--- config.mk ---
export PLATFORM = sky130hd
export DESIGN_NAME = mem_port_arbiter
export DESIGN_NICKNAME = d
export VERILOG_FILES = /design/src/rtl/mem_port_arbiter.sv
export SDC_FILE = /design/constraint.sdc
export NUM_CORES = 1
export LEC_CHECK = 0
export ABC_AREA = 1
export ABC_CLOCK_PERIOD_IN_PS = 2490
export BUFFER_PORTS_ARGS = -buffer_cell sky130_fd_sc_hd__buf_2
export CAP_MARGIN = 20
export CORE_MARGIN = 8
export CORE_UTILIZATION = 46
export DETAILED_ROUTE_END_ITERATION = 8
export PLACE_DENSITY = 0.85
export SYNTH_ARGS = -nofsm -noshare
export SYNTH_HDL_FRONTEND = slang
export SYNTH_SLANG_ARGS = --single-unit
--- constraint.sdc ---
create_clock -name clk -period 2.49 [get_ports clk]
set_clock_uncertainty 0.2 [all_clocks]
set_input_delay 0.3735 -clock clk [delete_from_list [all_inputs] [get_ports clk]]
set_output_delay 0.3735 -clock clk [all_outputs]
set_load 0.02 [all_outputs]
--- src/rtl/mem_port_arbiter.sv ---
// Shares one single-port synchronous memory between fetch and data stages.
// Data has priority; a fetch gets through after MAX_D_BURST back-to-back data grants.
module mem_port_arbiter #(
  parameter int MEM_LAT     = 2,
  parameter int MAX_D_BURST = 3,
  parameter int AW          = 32,
  parameter int DW          = 32
) (
  input  logic          clk,
  input  logic          reset,
  input  logic          if_req,
  input  logic [AW-1:0] if_adr,
  output logic [DW-1:0] if_rdata,
  output logic          if_valid,
  input  logic          d_req,
  input  logic          d_we,
  input  logic [AW-1:0] d_adr,
  input  logic [DW-1:0] d_wdata,
  output logic [DW-1:0] d_rdata,
  output logic          d_valid,
  output logic          mem_en,
  output logic          mem_we,
  output logic [AW-1:0] mem_adr,
  output logic [DW-1:0] mem_wdata,
  input  logic [DW-1:0] mem_rdata,
  output logic          stall_if,
  output logic          stall_mem
);

  typedef enum logic {IDLE = 1'b0, BUSY = 1'b1} state_t;

  localparam logic [3:0] LAT  = 4'(MEM_LAT);
  localparam logic [3:0] MAXB = 4'(MAX_D_BURST);

  state_t        state, state_nxt;
  logic [3:0]    lat_cnt, lat_nxt;
  logic [3:0]    burst_cnt, burst_nxt;
  logic          owner_d, owner_nxt;
  logic          op_we, op_we_nxt;
  logic          complete, if_elig, d_elig, can_issue, issue_if, issue_d;
  logic          mem_en_nxt, mem_we_nxt, if_valid_nxt, d_valid_nxt;
  logic [AW-1:0] mem_adr_nxt;
  logic [DW-1:0] mem_wdata_nxt, if_rdata_nxt, d_rdata_nxt;

  always_ff @(posedge clk) begin
    if (reset) begin
      state     <= IDLE;
      lat_cnt   <= '0;
      burst_cnt <= '0;
      owner_d   <= 1'b0;
      op_we     <= 1'b0;
      mem_en    <= 1'b0;
      mem_we    <= 1'b0;
      mem_adr   <= '0;
      mem_wdata <= '0;
      if_rdata  <= '0;
      d_rdata   <= '0;
      if_valid  <= 1'b0;
      d_valid   <= 1'b0;
    end else begin
      state     <= state_nxt;
      lat_cnt   <= lat_nxt;
      burst_cnt <= burst_nxt;
      owner_d   <= owner_nxt;
      op_we     <= op_we_nxt;
      mem_en    <= mem_en_nxt;
      mem_we    <= mem_we_nxt;
      mem_adr   <= mem_adr_nxt;
      mem_wdata <= mem_wdata_nxt;
      if_rdata  <= if_rdata_nxt;
      d_rdata   <= d_rdata_nxt;
      if_valid  <= if_valid_nxt;
      d_valid   <= d_valid_nxt;
    end
  end

  // The completing port still holds req at its completion edge, so it sits this edge out.
  always_comb begin
    complete  = (state == BUSY) && (lat_cnt == LAT);
    if_elig   = if_req && !(complete && !owner_d);
    d_elig    = d_req && !(complete && owner_d);
    can_issue = (state == IDLE) || complete;
    issue_if  = can_issue && if_elig && (!d_elig || (burst_cnt == MAXB));
    issue_d   = can_issue && d_elig && !issue_if;

    state_nxt = state;
    lat_nxt   = lat_cnt;
    owner_nxt = owner_d;
    op_we_nxt = op_we;
    if (issue_if || issue_d) begin
      state_nxt = BUSY;
      lat_nxt   = 4'd1;
      owner_nxt = issue_d;
      op_we_nxt = issue_d && d_we;
    end else if (complete) begin
      state_nxt = IDLE;
      lat_nxt   = '0;
    end else if (state == BUSY) begin
      lat_nxt   = lat_cnt + 4'd1;
    end

    burst_nxt = burst_cnt;
    if (!if_req || issue_if)
      burst_nxt = '0;
    else if (issue_d && (burst_cnt != MAXB))
      burst_nxt = burst_cnt + 4'd1;
  end

  always_comb begin
    mem_en_nxt    = issue_if || issue_d;
    mem_we_nxt    = issue_d && d_we;
    mem_adr_nxt   = mem_adr;
    mem_wdata_nxt = mem_wdata;
    if (issue_d) begin
      mem_adr_nxt   = d_adr;
      mem_wdata_nxt = d_wdata;
    end else if (issue_if) begin
      mem_adr_nxt   = if_adr;
    end

    if_valid_nxt = complete && !owner_d;
    d_valid_nxt  = complete && owner_d;
    if_rdata_nxt = if_valid_nxt ? mem_rdata : if_rdata;
    d_rdata_nxt  = (d_valid_nxt && !op_we) ? mem_rdata : d_rdata;

    stall_if  = if_req && !if_valid;
    stall_mem = d_req && !d_valid;
  end

endmodule

# --- Yosys cells after proc, flatten, opt, wreduce, memory -nomap -nowiden ---
# Cells that the tools add are included.
classes:
  add_sub_neg: 2
  mux: 7
  n_reduce_logical: 32
  bitwise: 1
  n_eq_ne: 3
op_table:
  columns: ["operator", "count"]
  rows:
  - ["2-to-1 mux 32 bit", 2]
  - ["logical AND 1 bit", 14]
  - ["logical NOT 1 bit", 9]
  - ["adder 4 x 1 -> 4 bit, second input constant", 2]
  - ["== test 4 x 2 -> 1 bit, second input constant", 2]
  - ["2-to-1 mux 1 bit", 5]
  - ["logical OR 1 bit", 4]
  - ["!= test 4 x 2 -> 1 bit, second input constant", 1]
  - ["nonzero test 2 bit", 2]
  - ["nonzero test 3 bit", 1]
  - ["OR reduction 3 bit", 1]
  - ["OR reduction 2 bit", 1]
  - ["NOT 1 bit", 1]
word_totals:
  elab_cells: 59
  regBits: 143

# --- Depth between registers and ports, before layout ---
# Gate-level depths: netlist of the first run.
logic_depth:
  ltp_word: 12
  depth_mapped: 13
  mapped_depth_nobuf: 12

# --- Least setup slack after synthesis of the first run ---
# Ideal clock, no wire load.
synth_timing:
  kind: "reg-to-reg"
  startpoint: "register lat_cnt[0]"
  endpoint: "register mem_adr[12]"
  stages_incl_launch_ff: 10
  synth_period_minus_slack_ns: 1.858
  path_buffers: 1
  path_slack_ns: 0.632
  arrival_ns: 1.545
  path_cell_list: "dfxtp_1 -> inv_1 -> ha_1 -> nand4_2 -> nand3_1 -> a21oi_4 -> nor2_4 -> buf_2 -> nand2_1 -> nand2_1"
synth_via:
  elab_chain_cells: 11
synth_rtl:
  columns: ["item", "line", "source"]
  rows:
  - ["from (decl)", "36", "logic [3:0] lat_cnt, lat_nxt;"]
  - ["from (signal assigned)", "62", "lat_cnt <= lat_nxt;"]
  - ["== test 4 x 2 -> 1 bit *", "79", "complete = (state == BUSY) && (lat_cnt == LAT);"]
  - ["logical AND 1 bit *", "79", null]
  - ["logical AND 1 bit", "81", "d_elig = d_req && !(complete && owner_d);"]
  - ["logical NOT 1 bit", "81", null]
  - ["logical AND 1 bit", "81", null]
  - ["logical NOT 1 bit", "83", "issue_if = can_issue && if_elig && (!d_elig || (burst_cnt == MAXB));"]
  - ["logical OR 1 bit", "83", null]
  - ["logical AND 1 bit", "83", null]
  - ["logical NOT 1 bit", "84", "issue_d = can_issue && d_elig && !issue_if;"]
  - ["logical AND 1 bit", "84", null]
  - ["2-to-1 mux 32 bit / nonzero test 2 bit (equally long branches)", null, null]
  - ["to (signal assigned)", "68", "mem_adr <= mem_adr_nxt;"]
  - ["to (decl)", "23", "output logic [AW-1:0] mem_adr,"]
# Mark *: on every way between the ends. The rest lies on a longest branch, timed or not.
# A chain may end at the register's enable or synchronous reset.

# --- Worst setup path in the final report of the first run ---
layout_timing:
  startpoint: "register lat_cnt[0]"
  endpoint: "register mem_wdata[8]"
layout_via:
  elab_chain_cells: 10
layout_rtl:
  columns: ["item", "line", "source"]
  rows:
  - ["== test 4 x 2 -> 1 bit *", "79", null]
  - ["logical AND 1 bit *", "79", null]
  - ["logical AND 1 bit", "81", null]
  - ["logical NOT 1 bit", "81", null]
  - ["logical AND 1 bit", "81", null]
  - ["logical NOT 1 bit", "83", null]
  - ["logical OR 1 bit", "83", null]
  - ["logical AND 1 bit", "83", null]
  - ["logical NOT 1 bit", "84", null]
  - ["logical AND 1 bit *", "84", null]
  - ["to (signal assigned)", "69", "mem_wdata <= mem_wdata_nxt;"]
  - ["to (decl)", "24", "output logic [DW-1:0] mem_wdata,"]
# Marked as above.

==> results.cfg, run 1 <==
[run_status]
outcome = finished clean

[sta]
slew_headroom_pct = 71.0
tightestPinTransition_ns = 0.435
drv_slew = 0
hold_viol = 0
rsz0062_at_grt = no
post-route-period-util_pct = 87.5
setup_tns_ns = 0
max_freq_mhz = 459
finalSetupViolCount = 0
finalCriticalPeriod_ns = 2.18

[floorplanning]
io_pins = 267
coreArea_mm2 = 0.0120
start_util_pct = 47.0
die_y_um = 127
dieArea_mm2 = 0.0160
fp.dieW_um = 127
rows = 40

[synthesis]
synth_cell_types = 24
async_flop_share_pct = 0
synth.ff_latch_count = 143
netlist_top_cells_area = dfxtp_1 51%, nand2_1 11%, nor2_1 9.5%, nand3_1 9.0%, o21ai_0 6.1%
synth_fp_nets = 882
syn_inst = 746
seq_area_frac_synth_pct = 50.9
yosys_warnings = 0
yosys.area.top_type = dfxtp_1
synth_top_area_share_pct = 50.9
synth.most_common_cell = nand2_1
synth-edff-count = 0
ys.flop_type = dfxtp_1
synth.avg_cell_area_um2 = 7.54
synth_common_cells = 171 x nand2_1, 143 x dfxtp_1, 142 x nor2_1
syn-cell-area_mm2 = 0.00562

[finish]
postLayoutCoreUtil_pct = 65.1
syn_to_final_growth_pct = 38.6
num-nets-final = 1156
multiInputGateArea_mm2 = 0.00244
ff_latch_area_mm2 = 0.00286
nFillCells = 971
drive_gt1_share_pct = 31.5

[min_path]
worstHoldPathCells = 3
hold_path.class = in -> reg

[critical_path]
required_ns = 2.62
worstPathMaxFanout = 38
ff2ff_path_depth = 8
crit_type = reg -> reg
endpoint_kind = register
cp.arrival_ns = 2.31
start_kind = register

[power]
powerDensity_mw_per_mm2 = 719
p_leak_nw = 4.14
ir_drop_mv = 0.508

[clocking]
clkLatencyLatePin_ns = 0.40
clock-sinks = 143
clock_path_buffers = 2
root_buffer = clkbuf_16
clk_pin_slew_ns = 0.06
h-tree-depth = 4
cts_tree = done
post_cts_buffers = 0
numCtsBuffers = 17

[grt]
grt_max_degree = 43
grt_pass1_vias = 5986
grt_pass1_wl_um = 30500
grt.total_usage_pct = 23.6
grt_overflow_total = 0
antenna_found_initial = 1

[routing]
dr.pass1.iters = 4
drc = 0
via_count = 6060
wl_per_cell_um = 16.3
routed_wl_um = 19200
drtIter0Drc = 473
routed_via_density = 5.14
ant_nets = 0

[placement]
gp_congestion = 0.914
hpwl_um = 13100
port_buffers = 266

[flow_run]
maxCapViolCount = 0
==> layout by cell type (no fill, tap or decap) <==
cell | netlist | routed
nand3_1 | 101 | 101
o21ai_0 | 68 | 68
nand3_2 | 1 | 1
diode_2 | 0 | 1
xor2_1 | 3 | 3
clkbuf_16 | 0 | 17
ha_1 | 3 | 3
nand4_1 | 3 | 3
a21oi_1 | 38 | 38
dlygate4sd3_1 | 0 | 25
nor2_4 | 5 | 5
bufinv_16 | 0 | 1
clkinvlp_4 | 0 | 1
nor2_2 | 0 | 1
a21oi_4 | 1 | 1
buf_2 | 10 | 266
buf_12 | 0 | 3
clkbuf_8 | 0 | 2
nand2_2 | 1 | 1
inv_1 | 6 | 6
nor2_1 | 142 | 141
clkinv_2 | 0 | 6
clkbuf_1 | 23 | 2
dfxtp_1 | 143 | 143
buf_4 | 12 | 14
nand2_4 | 2 | 2
nand4_2 | 1 | 1
nand2_1 | 171 | 171
inv_2 | 1 | 2
xnor2_1 | 2 | 2
==> logic make-up (layout without fill, tap and decap cells) <==
family,count (synthesis),count (layout),synth area share [%]
buffers and inverters,61,345,5.76
DFF,143,143,50.9
adders and majority gates,3,3,0.668
and+or+nand+nor,427,427,32.1
AOI/OAI and AO/OA,107,107,9.73
other,0,1,0
xor gates and xnor gates,5,5,0.779
==> layer usage <==
| layer | up-vias | global-route usage (%) | share of wire (%) |
|---|---|---|---|
| met5 | - | 0 | 0 |
| met4 | 0 | 8.42 | 2.1 |
| met2 | 295 | 40.2 | 48 |
| met1 | 2767 | 25.1 | 38 |
| met3 | 27 | 10.9 | 11 |
| li1 | 2971 | - | - |
==> layout make-up <==
class | count | share of cell area (%)
Antenna cell | 1 | 0.0321
Tap cell | 147 | 2.36
Inverter | 8 | 0.385
Clock buffer | 21 | 5.91
Sequential cell | 143 | 36.7
Multi-Input combinational cell | 542 | 31.3
Clock inverter | 8 | 0.867
Timing Repair Buffer | 308 | 22.4
==> registers in the layout (all words and copies together), names as in the netlist, 4 cells and up <==
| name | flops |
|---|---|
| d_rdata | 32 |
| burst_cnt | 4 |
| mem_wdata | 32 |
| mem_adr | 32 |
| if_rdata | 32 |
| lat_cnt | 4 |
==> report_power, final <==
part / switching [W] / internal (W)
sequential: 0.0000636 / 0.00240
combinational: 0.000524 / 0.000315
clock: 0.000898 / 0.00140
total: 0.00149 / 0.00412
==> critical path, cell delays in order (launching register included) <==
cell and delay, ns:
dfxtp_1 0.38, inv_1 0.07, ha_1 0.24, nand4_2 0.14, nand3_1 0.19, nand2_4 0.15, buf_4 0.35, nand3_1 0.17
a21oi_1 0.20
==> final timing paths <==
path	startpoint	endpoint	slack, ns
hold reg to reg	mem_wdata[6]	mem_wdata[6]	0.26
setup / recovery	lat_cnt[0]	mem_wdata[8]	0.31
hold / removal	mem_rdata[25]	d_rdata[25]	0.02
setup reg to reg	lat_cnt[0]	mem_wdata[8]	0.31
==> through the flow <==
step	setup WS, ns	std cells	hold WS, ns	total power [W]	cell area (um2)
2_1_floorplan	0.632	746	0.247	0.00301	5620
3_3_place_gp	0.426	1123	0.246	0.00330	7010
3_5_place_dp	0.340	1123	0.253	0.00332	7010
4_1_cts	0.313	1177	0.00114	0.00565	7790
5_1_grt	0.175	1178	0.00391	0.00585	7790
6_report	0.311	1178	0.0219	0.00560	7790
==> timing repair <==
action | 4_1_cts | 5_1_grt
hold buffers | 25 | 0
resized for setup | 0 | 0
hold endpoints to repair | 34 | 0
No activity file was read; power rests on OpenSTA's default activity.
==> run 2, diff against run 1 <==
--- a/config.mk
+++ b/config.mk
@@ -9,7 +9,7 @@
 export ABC_CLOCK_PERIOD_IN_PS = 2490
 export BUFFER_PORTS_ARGS = -buffer_cell sky130_fd_sc_hd__buf_2
 export CAP_MARGIN = 20
-export CORE_MARGIN = 8
+export CORE_MARGIN = 3
 export CORE_UTILIZATION = 46
 export DETAILED_ROUTE_END_ITERATION = 8
 export PLACE_DENSITY = 0.85
==> run 2 against run 1 <==
Compared with the run above: first-iteration DRC count grew 13%; flip-flop and latch count did not move; wire length is 10% lower; utilization grew 2.5 points; combinational power decreased by 1%; clock-buffer cell count increased by 2; critical path depth grew 2; hold slack worse by 0.0087 ns; die area is 15% lower; worst setup slack got worse by 0.0067 ns; non-clock buffer count unchanged; critical path type unchanged; highest routed layer unchanged.
==> results.cfg, run 2 (synthesized netlist as in run 1, its figures left out) <==
[floorplanning]
coreArea_mm2 = 0.0117
dieArea_mm2 = 0.0136
rows = 39
start_util_pct = 48.2
die_y_um = 117
io_pins = 267
fp.dieW_um = 117

[clocking]
root_buffer = clkbuf_16
clock_path_buffers = 2
cts_resized = 0
clkLatencyLatePin_ns = 0.41
clk_pin_slew_ns = 0.06
post_cts_buffers = 0
numCtsBuffers = 17
cts_tree = done
h-tree-depth = 4
clock-sinks = 143

[finish]
drive_gt1_share_pct = 31.7
num-nets-final = 1156
diodes = 0
syn_to_final_growth_pct = 40.3
mostFrequentLayoutCell = buf_2
postLayoutCoreUtil_pct = 67.6
final_cell_mix = 266 x buf_2, 171 x nand2_1, 143 x dfxtp_1, 141 x nor2_1, 101 x nand3_1

[grt]
grt_overflow_total = 0
grt_max_degree = 55
antenna_found_initial = 0
grt_pass1_vias = 5500
grt.total_usage_pct = 24.6
grt_pass1_wl_um = 26400

[critical_path]
required_ns = 2.64
start_kind = register
endpoint_kind = register
worst_r2r_endpoint = mem_adr[30]
worstPathMaxFanout = 39
crit_type = reg -> reg
r2r_slack_ns = 0.30
reg2reg_from = lat_cnt[0]
cp_cell_sequence = inv_1 -> ha_1 -> nand4_2 -> nand3_1 -> nand2_4 -> buf_4 -> nand3_1 -> nand2_1 -> nand2_1 -> nand2_1
cpPeakStageDelay_ns = 0.39
ff2ff_path_depth = 10
crit_top_cell = nand2_1
crit_path_end = mem_adr[30]
cp.arrival_ns = 2.34
critPathSlowestCell = dfxtp_1
crit_path_start = lat_cnt[0]

[sta]
max_freq_mhz = 457
slew_headroom_pct = 72.4
finalCriticalPeriod_ns = 2.19
rsz0062_at_grt = no
post-route-period-util_pct = 87.8
hold_viol = 0
drv_slew = 0
worst_slack_ns = 0.304
finalSetupViolCount = 0
setup_tns_ns = 0
tightestPinTransition_ns = 0.413

[routing]
dr.pass1.iters = 5
wl_per_cell_um = 14.7
via_count = 6058
routed_via_density = 5.15
drtIter0Drc = 534
detailroute.wirelength.met2_um = 8170
dr.max_layer_used = met4
route.met3.wl_um = 1530
met1Wirelength_um = 7090
drc = 0
ant_nets = 0
routed_wl_um = 17200

[power]
p_leak_nw = 4.18
cellInternalPower_w = 0.00442
combPwrFrac_pct = 13.9
seqPwrFrac_pct = 41.5
swShare_pct = 25.6
p_switching_w = 0.00152
powerDensity_mw_per_mm2 = 754
ir_drop_mv = 0.473
power_frac_clock_pct = 44.6

[placement]
port_buffers = 266
pre_cts_slack_ns = 0.329
hpwl_um = 11200
gp_congestion = 0.800

[flow_run]
maxCapViolCount = 0

[min_path]
hold_path.class = in -> reg

[run_status]
outcome = finished clean
[run 2: changes by cell type in the layout (fill, tap and decap cells not counted)]
cell / previous run / this run
buf_4: 14 / 13
bufinv_16: 1 / 3
clkbuf_1: 2 / 1
clkbuf_8: 2 / 5
clkinv_2: 6 / 3
clkinvlp_4: 1 / 2
diode_2: 1 / 0
dlygate4sd3_1: 25 / 26
inv_6: 0 / 1
[run 2: power groups by stage]
stage                     combinational (W)  sequential [W]  clock (W)
after detailed placement           0.000792         0.00251          0
after CTS                          0.000827         0.00246    0.00269
after global routing               0.000912         0.00248    0.00279
final                              0.000829         0.00247    0.00265
after floorplan                    0.000373         0.00263          0
after global placement             0.000787         0.00251          0
[run 2: worst min path at each step]
stage / slack (ns) / from / to / depth (start not counted)
global placement: 0.24 / mem_wdata[9] / mem_wdata[9] / 2
detailed placement: 0.25 / mem_wdata[14] / mem_wdata[14] / 2
CTS: 0.001 / d_we / mem_we / 3
global route: 0.01 / mem_rdata[5] / if_rdata[5] / 3
finish: 0.01 / d_we / mem_we / 3
floorplan: 0.25 / op_we / op_we / 2
[run 2: stage by stage]
step,cell area (um2),power (W),cells,hold WS [ns]
after global routing,7890,0.00618,1176,0.0124
after detailed placement,7000,0.00330,1118,0.248
after floorplan,5620,0.00301,746,0.247
after global placement,7000,0.00329,1118,0.245
after CTS,7890,0.00598,1176,0.00101
final,7890,0.00595,1176,0.0132
[run 2: final cells by class]
| class | instances | area (um2) |
|---|---|---|
| Clock inverter | 9 | 129 |
| Fill cell | 946 | 3780 |
| Tap cell | 143 | 179 |
| Inverter | 8 | 30.0 |
| Timing Repair Buffer | 308 | 1750 |
| Clock buffer | 23 | 498 |
| Sequential cell | 143 | 2860 |
| Multi-Input combinational cell | 542 | 2440 |
[run 2: layer usage]
metal	vias up	track usage, %
li1	2981	-
met1	2758	29.3
met2	281	40.3
met3	38	7.82
met4	0	11.8
met5	-	0
[run 2: worst max-delay path: cells and delay by family, from the launching register on]
| family | cells | cell delay [ns] |
|---|---|---|
| AND/OR/NAND/NOR | 7 | 0.86 |
| buffers and inverters | 2 | 0.42 |
| adder cells (fa/ha/maj) | 1 | 0.24 |
| flip-flops | 1 | 0.39 |
[run 2: repair_timing]
action	4_1_cts	5_1_grt
hold buffers	26	0
setup endpoints to repair	0	0
endpoints found under the hold margin	36	0
